## config.mk

```make
export PLATFORM = sky130hd
export DESIGN_NAME = rsa_operand_sequencer
export DESIGN_NICKNAME = d
export VERILOG_FILES = /design/src/rtl/rsa_operand_sequencer.sv
export SDC_FILE = /design/constraint.sdc
export NUM_CORES = 1
export LEC_CHECK = 0
export ABC_AREA = 1
export CORE_MARGIN = 2
export CORE_UTILIZATION = 40
export CTS_CLUSTER_DIAMETER = 150
export DETAILED_ROUTE_END_ITERATION = 6
export PLACE_DENSITY = 0.79
export SKIP_LAST_GASP = 1
export SLEW_MARGIN = 40
export SYNTH_ARGS = -nofsm -noshare
export SYNTH_HDL_FRONTEND = slang
export SYNTH_SLANG_ARGS = --single-unit
```

## constraint.sdc

```tcl
create_clock -name clk -period 3.19 [get_ports clk]
set_clock_uncertainty 0.1 [all_clocks]
set_input_delay 0.638 -clock clk [delete_from_list [all_inputs] [get_ports clk]]
set_output_delay 0.638 -clock clk [all_outputs]
set_load 0.02 [all_outputs]
```

## src/rtl/rsa_operand_sequencer.sv

```systemverilog
// RSA operand sequencer: collects base, exponent and modulus words from the
// deserializer, launches the modexp core, waits for its result (with a
// timeout) and hands the result word to the serializer.
//
// state  | meaning
// -------+---------------------------------------------------------------
// LOAD_B | waiting for the base word
// LOAD_E | waiting for the exponent word
// LOAD_M | waiting for the modulus word
// START  | pulse core_start (or short-circuit a zero modulus to result 0)
// WAIT   | counting cycles until core_done or timeout
// SEND   | waiting for the serializer to be free, then strobe tx_valid
module rsa_operand_sequencer #(
  parameter int N       = 16,
  parameter int TIMEOUT = 65535
) (
  input  logic         clk,
  input  logic         rst_n,
  input  logic         rx_valid,
  input  logic [N-1:0] rx_bytes,
  output logic         core_start,
  output logic [N-1:0] core_base,
  output logic [N-1:0] core_exp,
  output logic [N-1:0] core_mod,
  input  logic         core_done,
  input  logic [N-1:0] core_result,
  output logic [N-1:0] tx_bytes,
  output logic         tx_valid,
  input  logic         tx_busy,
  output logic         overrun,
  output logic         timed_out
);

  // The wait counter holds the number of cycles elapsed since core_start.
  // It is cleared when the modulus is accepted and counts the START cycle,
  // so in WAIT it reads 1, 2, ...; the last WAIT cycle is TIMEOUT-1 and the
  // counter reaches TIMEOUT on leaving WAIT. TIMEOUT is expected to be >= 2.
  localparam int            CW       = $clog2(TIMEOUT + 1);
  localparam logic [CW-1:0] CNT_MAX  = CW'(TIMEOUT);
  localparam logic [CW-1:0] CNT_LAST = CW'(TIMEOUT - 1);

  typedef enum logic [2:0] {
    LOAD_B,
    LOAD_E,
    LOAD_M,
    START,
    WAIT,
    SEND
  } state_t;

  state_t        state_q, state_d;
  logic [N-1:0]  base_q, base_d;
  logic [N-1:0]  exp_q, exp_d;
  logic [N-1:0]  mod_q, mod_d;
  logic [N-1:0]  result_q, result_d;
  logic [CW-1:0] cnt_q, cnt_d;
  logic          overrun_q, overrun_d;
  logic          timed_out_q, timed_out_d;
  logic          start_pulse;
  logic          tx_pulse;

  // Next-state, operand/result capture and one-cycle strobes.
  always_comb begin
    state_d     = state_q;
    base_d      = base_q;
    exp_d       = exp_q;
    mod_d       = mod_q;
    result_d    = result_q;
    cnt_d       = cnt_q;
    overrun_d   = overrun_q;
    timed_out_d = timed_out_q;
    start_pulse = 1'b0;
    tx_pulse    = 1'b0;

    case (state_q)
      LOAD_B: begin
        if (rx_valid) begin
          base_d  = rx_bytes;
          state_d = LOAD_E;
        end
      end
      LOAD_E: begin
        if (rx_valid) begin
          exp_d   = rx_bytes;
          state_d = LOAD_M;
        end
      end
      LOAD_M: begin
        if (rx_valid) begin
          mod_d   = rx_bytes;
          cnt_d   = '0;
          state_d = START;
        end
      end
      START: begin
        // x mod 0 is undefined; answer 0 without bothering the core.
        if (mod_q == '0) begin
          result_d = '0;
          state_d  = SEND;
        end else begin
          start_pulse = 1'b1;
          cnt_d       = cnt_q + 1'b1;
          state_d     = WAIT;
        end
      end
      WAIT: begin
        if (cnt_q != CNT_MAX) cnt_d = cnt_q + 1'b1;
        // core_done takes priority over a timeout in the same cycle.
        if (core_done) begin
          result_d = core_result;
          state_d  = SEND;
        end else if (cnt_q == CNT_LAST) begin
          result_d    = '1;
          timed_out_d = 1'b1;
          state_d     = SEND;
        end
      end
      SEND: begin
        if (!tx_busy) begin
          tx_pulse = 1'b1;
          state_d  = LOAD_B;
        end
      end
      default: state_d = LOAD_B;
    endcase

    // A word arriving while an operation is in flight is lost; flag it.
    if (rx_valid && (state_q == START || state_q == WAIT || state_q == SEND))
      overrun_d = 1'b1;
  end

  // State and datapath registers with asynchronous clear.
  always_ff @(posedge clk or negedge rst_n) begin
    if (!rst_n) begin
      state_q     <= LOAD_B;
      base_q      <= '0;
      exp_q       <= '0;
      mod_q       <= '0;
      result_q    <= '0;
      cnt_q       <= '0;
      overrun_q   <= 1'b0;
      timed_out_q <= 1'b0;
    end else begin
      state_q     <= state_d;
      base_q      <= base_d;
      exp_q       <= exp_d;
      mod_q       <= mod_d;
      result_q    <= result_d;
      cnt_q       <= cnt_d;
      overrun_q   <= overrun_d;
      timed_out_q <= timed_out_d;
    end
  end

  // result_q only changes on entry to SEND, so it doubles as the held tx word.
  assign core_start = start_pulse;
  assign tx_valid   = tx_pulse;
  assign tx_bytes   = result_q;
  assign core_base  = base_q;
  assign core_exp   = exp_q;
  assign core_mod   = mod_q;
  assign overrun    = overrun_q;
  assign timed_out  = timed_out_q;

endmodule

```

==> qor.txt <==
Crit start category -> register
Fmax -> 384 MHz
Crit path max fanout -> 7
Hpwl dp -> 6490 um
Mapped Area -> 0.00395 mm^2
P_int -> 0.00291 W
Most frequent cells in the layout -> nand2_1 (133), clkdlybuf4s50_1 (103), dfrtp_1 (85), o21ai_0 (71), nor2_1 (38)
Reg2reg setup slack -> 1.11 ns
CTS tree -> done
CP max-delay cell -> clkdlybuf4s50_1
Clock slew at reported path FFs -> 0.09 ns
Area delta synth->final -> 34.0%
Mapped Nets -> 503
Hold Vio Cnt, Final -> 0
# hold bufs at CTS -> 0
Clk buf depth -> 2
Leading cell type in the layout, fill and taps excluded -> nand2_1
Vias -> 3353
Number of buffers created by CTS -> 9
Gr ovfl total -> 0
Sequential share of power -> 36.2%
Clock sink count -> 85
# diodes -> 0
Die Wd -> 103 um
Core area -> 0.00968 mm^2
Final critical-path share of the clock period -> 81.7%
Status -> complete, no violations
Global Route Usage Sum -> 18.5%
Final design utilization -> 54.6%
Largest net degree at the start of global routing -> 56
Fin worst setup slack -> 0.585 ns
# fillers -> 875
Unrepaired setup endpoints after global routing -> no
Seq/Total Area, Yosys -> 53.9%
Pwr Density -> 925 mW/mm^2
Worst slew margin -> 53.9%
# port buffers -> 104
GR peak layer -> met2
Initial antenna violation count -> 0
Pre-CTS setup slack -> 0.668 ns
Met2 Track Usage GR -> 30.4%
Leakage -> 2.29 nW
Layout Nets -> 603
WP data required -> 2.45 ns
Worst-skew pair later-pin latency -> 0.36 ns
Resize count post-CTS -> 0
Worst-Margin Slew -> 0.692 ns
Row count -> 36
IO Count -> 105
Clk pwr share -> 17.1%
Synth Flop Type -> dfrtp_1
Final GP Congestion -> 0.833
Reg area -> 0.00213 mm^2
Placed inst area -> 0.00507 mm^2
First-pass GRT wire length -> 15300 um
First-pass DRT Iterations -> 4
Max-cap viol count -> 0
CP Capture Type -> output pin
Final WL -> 9140 um
EDFF count, synth -> 0
Final Critical Period -> 2.60 ns
Gate Count Post-Synth -> 464
Hold Path Class -> input port to asynchronous set/reset pin
Worst Path Arrival -> 1.87 ns
Post-CTS Setup Repair Bufs -> 0
Switching pwr -> 0.00198 W
Net Sw Frac -> 40.6%
Syn Area/Cell -> 8.51 um^2
Max VDD drop -> 0.594 mV
Root buffer cell -> clkbuf_8
H-tree depth -> 3
Initial core utilization -> 40.8%
FF-to-FF Start -> cnt_q[1]
Logic gate share of total power -> 46.7%
Die area -> 0.0107 mm^2
Setup_tns -> 0 ns
FFs w/ async S/R, synth -> 100%
GRT met3 Usage -> 6.38%
Synth cell types -> 31
Routed WL per cell -> 13.0 um
Number of nets with antenna violations after routing -> 0
Design Area, Final -> 0.00529 mm^2
Area of the multi-input gates -> 0.00158 mm^2
DRT iter0 DRCs -> 85
Routing usage on met1 -> 22.3%
Number of global-route vias before repair -> 3302
Reg2Reg Depth -> 10
Die height -> 103 um
Vias per cell -> 4.78
CP delay by family, top -> buffers and inverters
Share of cells above drive strength 1 -> 11.1%
Synthesis Warnings -> 0
Buffers & Inverters on Critical Path -> 2
Final setup viols -> 0
Drc violations -> 0
Register bit total from synthesis -> 85
Setup CP Type -> register to output pin
Final Slew Violations -> 0
Critical R2R Capture -> cnt_q[6]
Max stage delay on crit path -> 0.65 ns
Worst path cell trace -> inv_1, nand3_1, a21oi_1, clkdlybuf4s50_1
[per-layer routing]
layer  up-vias  wire [um]
met5         -          0
met4         0        138
met3        12        734
met2        88       4250
met1      1564       4010
li1       1689          -
[logic make-up (layout without fill, tap and decap cells)]
family / count (synthesis) / after routing / share of synthesized area [%]
AND/OR/NAND/NOR: 216 / 216 / 23.3
AO/OA/AOI/OAI: 105 / 105 / 15.3
flip-flops: 85 / 85 / 53.9
buffers and inverters: 53 / 158 / 6.24
XOR/XNOR: 3 / 3 / 0.666
adder cells (fa/ha/maj): 2 / 2 / 0.634
[registers in the layout (all words and copies together) (netlist names)]
name,cells
cnt_q,16
state_q,3
core_mod,16
core_base,16
tx_bytes,16
core_exp,16
overrun,1
timed_out,1
[worst max-delay path by stage]
stage | slack, ns | depth (start not counted) | to | start
2_1_floorplan | 1.46 | 4 | core_start | core_mod[3]
3_3_place_gp | 0.68 | 3 | tx_valid | tx_busy
3_5_place_dp | 0.67 | 3 | tx_valid | tx_busy
4_1_cts | 0.54 | 5 | tx_valid | state_q[0]
5_1_grt | 0.44 | 4 | core_start | state_q[2]
6_report | 0.59 | 4 | core_start | state_q[2]
[power groups by stage]
stage               logic (W)  registers (W)  clock network (W)
floorplan            0.000871        0.00222                  0
global placement      0.00226        0.00177                  0
detailed placement    0.00231        0.00178                  0
CTS                   0.00232        0.00177           0.000864
global route          0.00251        0.00183           0.000904
finish                0.00228        0.00177           0.000836
[per-stage QoR]
stage	std cells	hold WS, ns	power (W)
after floorplan	464	0.242	0.00309
after global placement	686	0.354	0.00402
after detailed placement	686	0.360	0.00409
after CTS	702	0.226	0.00495
after global routing	702	0.278	0.00524
final	702	0.215	0.00489
[synthesized netlist by cell type (2+ instances only)]
library cell | number | area share, %
buf_6 | 3 | 0.86
dfrtp_1 | 85 | 54
xor2_1 | 3 | 0.67
o21bai_1 | 5 | 0.95
o21ai_0 | 71 | 9.0
nor2_2 | 3 | 0.48
o21ai_2 | 16 | 3.5
ha_1 | 2 | 0.63
nor2_4 | 2 | 0.57
nand3_1 | 14 | 1.8
nand2_1 | 136 | 13
inv_1 | 31 | 2.9
o21ai_1 | 10 | 1.3
nor2_1 | 38 | 3.6
inv_2 | 3 | 0.29
nand3b_1 | 2 | 0.38
buf_4 | 2 | 0.38
nand2_2 | 11 | 1.7
clkbuf_1 | 10 | 0.95
or2_2 | 3 | 0.48
nand4_1 | 4 | 0.63
[area by class of cell]
type / instances / area share [%]
clock buffer: 11 / 2.48
multi-input combinational: 326 / 29.9
clock inverter: 5 / 1.61
sequential: 85 / 40.2
inverter: 35 / 2.58
timing repair buffer: 107 / 20.1
tap: 133 / 3.15
No activity file was read; power rests on OpenSTA's default activity.
==> RTL change (same settings) <==
Register the outputs `core_start` and `tx_valid`, with the module's reset; this adds one clock of latency there. The other outputs are not delayed to match. Comments in the files are not updated.
--- a/src/rtl/rsa_operand_sequencer.sv
+++ b/src/rtl/rsa_operand_sequencer.sv
@@ -153,8 +153,15 @@
   end
 
   // result_q only changes on entry to SEND, so it doubles as the held tx word.
-  assign core_start = start_pulse;
-  assign tx_valid   = tx_pulse;
+  always_ff @(posedge clk or negedge rst_n) begin
+    if (!rst_n) begin
+      core_start <= '0;
+      tx_valid   <= '0;
+    end else begin
+      core_start <= start_pulse;
+      tx_valid   <= tx_pulse;
+    end
+  end
   assign tx_bytes   = result_q;
   assign core_base  = base_q;
   assign core_exp   = exp_q;
Behaviour: not the same (a bounded check fails within 4 cycles, from zero or initial values and one cycle with rst_n low).
==> RTL change against the original RTL <==
Sequential cell count up 2. Worst setup slack better by 0.48 ns. Highest routed layer unchanged. Count of clock-buffer cells in the layout down 1. Total power down 0.42%. Final area up 0.66%. Wire length up 2.6%. Area after synthesis up 1.3%. Synthesized cell count up 0.43%. Register-to-register slack about the same.
==> RTL change: results (changes against the original RTL) <==
[outcome]
outcome=completed

[setup_path]
r2r_start=cnt_q[0]
cp.arrival_ns=1.39  ; -0.48 ns
critPathMaxFanout=3  ; -4
crit_end=core_mod[4]
r2r_end=cnt_q[12]
startpoint=core_mod[4]

[timing]
tightest_slew_ns=0.7302  ; +0.03811 ns
fmax_ghz=0.4698  ; +22%
hold_ws_ns=0.2421  ; +0.02667 ns

[power_and_ir_drop]
peakVddDrop_mv=0.6049  ; +1.8%

[placed_design]
dp_cells=687  ; +0.15%
placed_cell_area_mm2=0.005122  ; +1.0%
preCtsSetupSlack_ns=0.6091  ; -0.05876 ns
io_buffers=104  ; unchanged
globalplace.congestion=0.8355  ; +0.30%
hpwl_um=6562  ; +1.1%

[finish]
num-nonclk-buffers=106  ; -0.93%
n_clock_buffer=10  ; -1
clkCellAreaFrac=0.03690  ; -0.004030
drive_gt1_frac=0.1105  ; -0.0001942
final_area_mm2=0.005324  ; +0.66%
final-nonclk-buf-share=0.2002  ; -0.0003812
seqCellArea_mm2=0.002177  ; +2.4%
instances_no_fill=703  ; +0.14%

[synthesis]
ys_seq_area_frac=0.5446  ; +0.005774
synth_commonest_cells=nand2_1, dfrtp_1, o21ai_0
synthCells=466  ; +0.43%
synth_nets=505  ; +0.40%

[grt]
grt_pass1_vias=3421  ; +3.6%
grt_pass1_wl_um=15940  ; +4.4%

[clock_network]
cts.sinks=87  ; +2.4%

[routing]
wl_per_cell_um=13.33  ; +2.4%

==> RTL change: cell count changes after synthesis, sizes merged <==
cell	unedited run	this run
dfrtp	85	87
==> RTL change: routing by layer <==
metal | vias up | GRT usage | routed length, µm
met5 | - | 0 | 0
met4 | 0 | 0.05116 | 96
met3 | 7 | 0.06391 | 748
met2 | 96 | 0.3102 | 4476
met1 | 1617 | 0.2117 | 4050
li1 | 1693 | - | -
==> RTL change: where the power goes <==
group	total, µW	internal, µW	switching, µW
Clock	780	367	413
Combinational	2290	977	1310
Sequential	1800	1510	285
==> RTL change: cells by family (layout without fill, tap and decap cells) <==
logic type,Yosys count,in the layout,share of synthesized area
DFF,87,87,0.5446
adders and majority gates,2,2,0.006259
buffers and inverters,53,157,0.06165
xor gates and xnor gates,3,3,0.006574
AOI/OAI and AO/OA,105,105,0.1512
and+or+nand+nor,216,216,0.2297
